`config.mk`:
```
export PLATFORM = sky130hd
export DESIGN_NAME = barrel_shifter_pipe
export DESIGN_NICKNAME = d
export VERILOG_FILES = /design/src/rtl/barrel_shifter_pkg.sv /design/src/rtl/barrel_shift_stage.sv /design/src/rtl/barrel_shifter_pipe.sv
export SDC_FILE = /design/constraint.sdc
export NUM_CORES = 1
export LEC_CHECK = 0
export ABC_CLOCK_PERIOD_IN_PS = 1660
export CAP_MARGIN = 30
export CORE_UTILIZATION = 54
export DETAILED_ROUTE_END_ITERATION = 8
export GPL_ROUTABILITY_DRIVEN = 1
export PLACE_DENSITY = 0.84
export SLEW_MARGIN = 10
export SYNTH_ARGS = -nofsm -noshare
export SYNTH_HDL_FRONTEND = slang
export SYNTH_SLANG_ARGS = --single-unit
```
`constraint.sdc`:
```
create_clock -name clk -period 1.66 [get_ports clk]
set_clock_uncertainty 0.2 [all_clocks]
set_input_delay 0.166 -clock clk [delete_from_list [all_inputs] [get_ports clk]]
set_output_delay 0.166 -clock clk [all_outputs]
set_load 0.02 [all_outputs]
```
`src/rtl/barrel_shifter_pkg.sv`:
```
// Shared definitions for the pipelined barrel shifter: mode encodings and a
// compile-time clog2 helper.
package barrel_shifter_pkg;

  localparam logic [1:0] MODE_ROR = 2'b00;
  localparam logic [1:0] MODE_ROL = 2'b01;
  localparam logic [1:0] MODE_LSR = 2'b10;
  localparam logic [1:0] MODE_ASR = 2'b11;

  function automatic int clog2(input int value);
    int result;
    int rem;
    result = 0;
    rem = value - 1;
    while (rem > 0) begin
      result = result + 1;
      rem = rem >> 1;
    end
    return result;
  endfunction

endpackage

```
`src/rtl/barrel_shift_stage.sv`:
```
// One pipeline stage of the barrel shifter: conditional shift/rotate by 2^K,
// stage register and valid/advance handshake. Optional zero flag is built when
// BARREL_SHIFTER_PIPE_ZERO_FLAG_EN is defined.
module barrel_shift_stage
  import barrel_shifter_pkg::*;
#(
  parameter int W  = 8,
  parameter int SW = 3,
  parameter int K  = 0
) (
  input  logic          clk,
  input  logic          reset,
  input  logic          valid_in,
  input  logic [W-1:0]  data_in,
  input  logic [SW-1:0] amt_in,
  input  logic [1:0]    mode_in,
  input  logic          sign_in,
  input  logic          adv_next,
  output logic          adv,
  output logic          valid,
  output logic [W-1:0]  data,
  output logic [SW-1:0] amt,
  output logic [1:0]    mode,
`ifdef BARREL_SHIFTER_PIPE_ZERO_FLAG_EN
  output logic          zero,
`endif
  output logic          sign
);

  localparam int S = 1 << K;

  logic          valid_reg;
  logic [W-1:0]  data_reg;
  logic [SW-1:0] amt_reg;
  logic [1:0]    mode_reg;
  logic          sign_reg;
  logic [W-1:0]  shifted;
  logic [W-1:0]  data_next;

  // ASR fills from the sign carried alongside the data, not from data_in's MSB.
  always_comb begin
    shifted = data_in;
    case (mode_in)
      MODE_ROR: shifted = {data_in[S-1:0], data_in[W-1:S]};
      MODE_ROL: shifted = {data_in[W-S-1:0], data_in[W-1:W-S]};
      MODE_LSR: shifted = {{S{1'b0}}, data_in[W-1:S]};
      MODE_ASR: shifted = {{S{sign_in}}, data_in[W-1:S]};
      default:  shifted = data_in;
    endcase
  end

  assign data_next = amt_in[K] ? shifted : data_in;
  assign adv       = !valid_reg | adv_next;

  always_ff @(posedge clk) begin
    if (reset) begin
      valid_reg <= 1'b0;
      data_reg  <= '0;
      amt_reg   <= '0;
      mode_reg  <= '0;
      sign_reg  <= 1'b0;
    end else if (adv) begin
      valid_reg <= valid_in;
      data_reg  <= data_next;
      amt_reg   <= amt_in;
      mode_reg  <= mode_in;
      sign_reg  <= sign_in;
    end
  end

`ifdef BARREL_SHIFTER_PIPE_ZERO_FLAG_EN
  logic zero_reg;

  always_ff @(posedge clk) begin
    if (reset) begin
      zero_reg <= 1'b0;
    end else if (adv) begin
      zero_reg <= valid_in & (data_next == '0);
    end
  end

  assign zero = zero_reg;
`endif

  assign valid = valid_reg;
  assign data  = data_reg;
  assign amt   = amt_reg;
  assign mode  = mode_reg;
  assign sign  = sign_reg;

endmodule

```
`src/rtl/barrel_shifter_pipe.sv`:
```
// Pipelined barrel shifter with valid/ready backpressure, one stage per shift
// bit. Defining BARREL_SHIFTER_PIPE_ZERO_FLAG_EN adds the y_zero output.
module barrel_shifter_pipe
  import barrel_shifter_pkg::*;
#(
  parameter int W = 8
) (
  input  logic                clk,
  input  logic                reset,
  input  logic                in_valid,
  output logic                in_ready,
  input  logic [W-1:0]        a,
  input  logic [clog2(W)-1:0] amt,
  input  logic [1:0]          mode,
  output logic                out_valid,
  input  logic                out_ready,
`ifdef BARREL_SHIFTER_PIPE_ZERO_FLAG_EN
  output logic                y_zero,
`endif
  output logic [W-1:0]        y
);

  localparam int SW = clog2(W);

  // Index gi is the input side of stage gi; index SW is the pipe output.
  logic          valid_w [SW+1];
  logic [W-1:0]  data_w  [SW+1];
  logic [SW-1:0] amt_w   [SW+1];
  logic [1:0]    mode_w  [SW+1];
  logic          sign_w  [SW+1];
  logic          adv_w   [SW+1];

  assign valid_w[0] = in_valid;
  assign data_w[0]  = a;
  assign amt_w[0]   = amt;
  assign mode_w[0]  = mode;
  assign sign_w[0]  = a[W-1];
  assign adv_w[SW]  = out_ready;

`ifdef BARREL_SHIFTER_PIPE_ZERO_FLAG_EN
  logic [SW-1:0] zero_w;
  logic          unused_zero;
  assign y_zero      = zero_w[SW-1];
  assign unused_zero = ^zero_w;
`endif

  genvar gi;
  generate
    for (gi = 0; gi < SW; gi = gi + 1) begin : g_stage
      barrel_shift_stage #(
        .W  (W),
        .SW (SW),
        .K  (gi)
      ) u_stage (
        .clk      (clk),
        .reset    (reset),
        .valid_in (valid_w[gi]),
        .data_in  (data_w[gi]),
        .amt_in   (amt_w[gi]),
        .mode_in  (mode_w[gi]),
        .sign_in  (sign_w[gi]),
        .adv_next (adv_w[gi+1]),
        .adv      (adv_w[gi]),
        .valid    (valid_w[gi+1]),
        .data     (data_w[gi+1]),
        .amt      (amt_w[gi+1]),
        .mode     (mode_w[gi+1]),
`ifdef BARREL_SHIFTER_PIPE_ZERO_FLAG_EN
        .zero     (zero_w[gi]),
`endif
        .sign     (sign_w[gi+1])
      );
    end
  endgenerate

  // Sideband that leaves the last stage has no consumer.
  logic unused_tail;
  assign unused_tail = ^{amt_w[SW], mode_w[SW], sign_w[SW]};

  assign in_ready  = adv_w[0] & !reset;
  assign out_valid = valid_w[SW];
  assign y         = data_w[SW];

endmodule

```
==> reports/qor.yml <==
clock_tree:
  htree_num_levels: 2
  cts_resized: 3
  cts_buffer_depth: 2
  path_clk_slew_ns: 0.08
  cts_tree: "done"
  ctsHoldBuffers: 0
  cts_made_buffers: 5
  clock_sinks: 36
  clkLatencyLatePin_ns: 0.29
  cts_root_buf: "clkbuf_8"
  postCtsSetupBuffers: 0
placement:
  port_buffers: 26
  pre_cts_slack_ns: -0.317
  dp_hpwl_mm: 2.98
  place.gp.congestion: 0.905
floorplanning:
  fp.dieH_um: 63.1
  initial_core_util: 0.585
  row_count: 21
  die-area_mm2: 0.00398
  die_w_um: 63.1
  coreArea_mm2: 0.00344
  pin_count: 27
power_and_ir_drop:
  pwr-share-clk: 0.374
  pwr-share-seq: 0.475
  power.internal_mw: 1.53
  p_leak_nw: 0.984
  sw_frac_of_total: 0.250
  powerDensity_mw_per_mm2: 852
  combPwrFrac: 0.151
  power_mw: 2.04
  power.switching_mw: 0.511
  vdd_ir_drop_max_mv: 0.557
sta:
  finalMaxSlewViolations: 0
  setup_viol: 0
  fin_setup_tns_ns: 0
  fmax_mhz: 624
  fin_ws_ns: 0.0585
  period_share: 0.965
  hold_violations: 0
  relSlewSlack: 0.723
  hold-worst-slack_ns: 0.229
  grt_setup_unrepaired: "false"
  min_period_ns: 1.60
  worst_pin_slew_ns: 0.415
global_routing:
  antenna_found_initial: 0
  grt_pass1_vias: 1555
  grt_usage: 0.226
  grt_pass1_wl_mm: 7.07
  overflow: 0
  grt_max_degree: 22
cells_and_area:
  multi_input_area_mm2: 0.00110
  fillers: 285
  ff_latch_area_um2: 722
  largest_reg_flops: 24
  layout_common_cells: "dfxtp_1 (35), nor2_1 (31), clkdlybuf4s50_1 (23)"
  insertedDiodeCount: 0
  syn2layout_area_growth_pct: 18.9
  fin_nets: 258
  drive_gt1_frac: 0.223
  layout.cells.most_common: "dfxtp_1"
setup_path:
  cp-start-kind: "flop"
  cp_max_fo: 2
  criticalPathCategory: "flop to primary output"
  cp_num_buf_inv: 1
  crit_path_top_delay_cell: "clkdlybuf4s50_1"
  max_stage_delay_ns: 0.61
  r2r_cells: 3
  r2r_start: "g_stage[0].u_stage.mode[0]$_SDFFE_PP0P_"
  worst_ep_arrival_time_ns: 1.24
  cp.depth: 1
  path_delay_family: "buffers and inverters"
  required_ns: 1.29
  critical_path.endpoint: "y[7]"
  worstSetupStartpoint: "g_stage[2].u_stage.data[7]$_SDFFE_PP0P_"
  ff2ff_setup_slack_ns: 0.14
  regToRegEndpoint: "g_stage[1].u_stage.data[0]$_SDFFE_PP0P_"
  crit_chain: "clkdlybuf4s50_1"
  end_kind: "primary output"
routing:
  dr.pass1.iters: 4
  drtIter0Drc: 99
  vias_per_cell: 5.66
  vias: 1631
  finalWirelength_mm: 4.15
  wl_per_cell_um: 14.4
  ant_nets: 0
  drc: 0
logic_synthesis:
  ys_seq_area_frac: 0.358
  synth_ff_type: "dfxtp_1"
  synthDistinctLibCells: 33
  ys_warn_count: 0
  synth.avg_cell_area_um2: 9.24
  ys_ff_latch: 36
  syn-cell-area_mm2: 0.00201
  synth_cells: 218
  synth_edf_count: 0
  syn-num-nets: 235
  ys_async_sr_fraction: 0
flow_run:
  max-cap-violations: 0
status:
  status: "completed"
min_path:
  min_path_type: "input port to flop"
## worst min-delay path, stage by stage
cell,delay [ns]
clkdlybuf4s50_1,0.39
nand2_1,0.06
a21oi_1,0.05
## how the worst min path moves through the flow
stage | cells past startpoint | slack, ns | from | endpoint
floorplan | 2 | 0.09 | in_valid | g_stage[0].u_stage.valid$_SDFFE_PP0P_
global placement | 2 | 0.24 | g_stage[2].u_stage.data[4]$_SDFFE_PP0P_ | g_stage[2].u_stage.data[4]$_SDFFE_PP0P_
detailed placement | 2 | 0.25 | g_stage[2].u_stage.data[4]$_SDFFE_PP0P_ | g_stage[2].u_stage.data[4]$_SDFFE_PP0P_
CTS | 3 | 0.22 | amt[2] | g_stage[0].u_stage.amt[2]$_SDFFE_PP0P_
global route | 3 | 0.21 | amt[2] | g_stage[0].u_stage.amt[2]$_SDFFE_PP0P_
finish | 3 | 0.23 | amt[2] | g_stage[0].u_stage.amt[2]$_SDFFE_PP0P_
## metrics by stage
stage                     cells  utilization  instance area (um2)
final                       288        0.696                 2400
after global routing        288        0.696                 2400
after CTS                   288        0.696                 2390
after detailed placement    280        0.664                 2290
after global placement      280        0.664                 2290
after floorplan             218            -                 2010
## logic make-up (layout without fill, tap and decap cells)
kind of cell / count (synthesis) / after routing / synth area share
AOI/OAI and AO/OA: 49 / 49 / 0.234
buffers and inverters: 30 / 54 / 0.0956
DFF: 36 / 36 / 0.358
muxes: 11 / 11 / 0.0571
and+or+nand+nor: 92 / 92 / 0.255
## routing by layer
layer  wire [um]  GRT usage
met5           0          0
met4          63     0.0901
met3         133     0.0489
met2        2020      0.382
met1        1930      0.277
## power groups by stage
stage | Sequential (mW) | Combinational [mW] | Clock, mW
final | 0.969 | 0.309 | 0.763
after floorplan | 0.968 | 0.221 | 0
after global placement | 0.983 | 0.304 | 0
after CTS | 0.968 | 0.309 | 0.773
after global routing | 0.975 | 0.337 | 0.815
after detailed placement | 0.986 | 0.310 | 0
## final cells by class
type	instances	share of cell area
Clock inverter	3	0.0178
Timing Repair Buffer	42	0.162
Sequential cell	36	0.301
Multi-Input combinational cell	152	0.460
Clock buffer	5	0.0287
Tap cell	46	0.0240
Inverter	4	0.00627
## synthesized netlist by cell type (5+ instances only)
library cell / count / area share
a211oi_1: 17 / 0.063
a21oi_1: 9 / 0.022
and3b_1: 7 / 0.030
and3b_2: 7 / 0.035
buf_2: 7 / 0.017
buf_4: 11 / 0.041
dfxtp_1: 36 / 0.36
mux2i_1: 10 / 0.050
nand2_1: 14 / 0.026
nand3_1: 10 / 0.025
nor2_1: 31 / 0.058
nor2b_1: 5 / 0.016
o41ai_2: 12 / 0.097
Power figures use the tool's default switching activity.
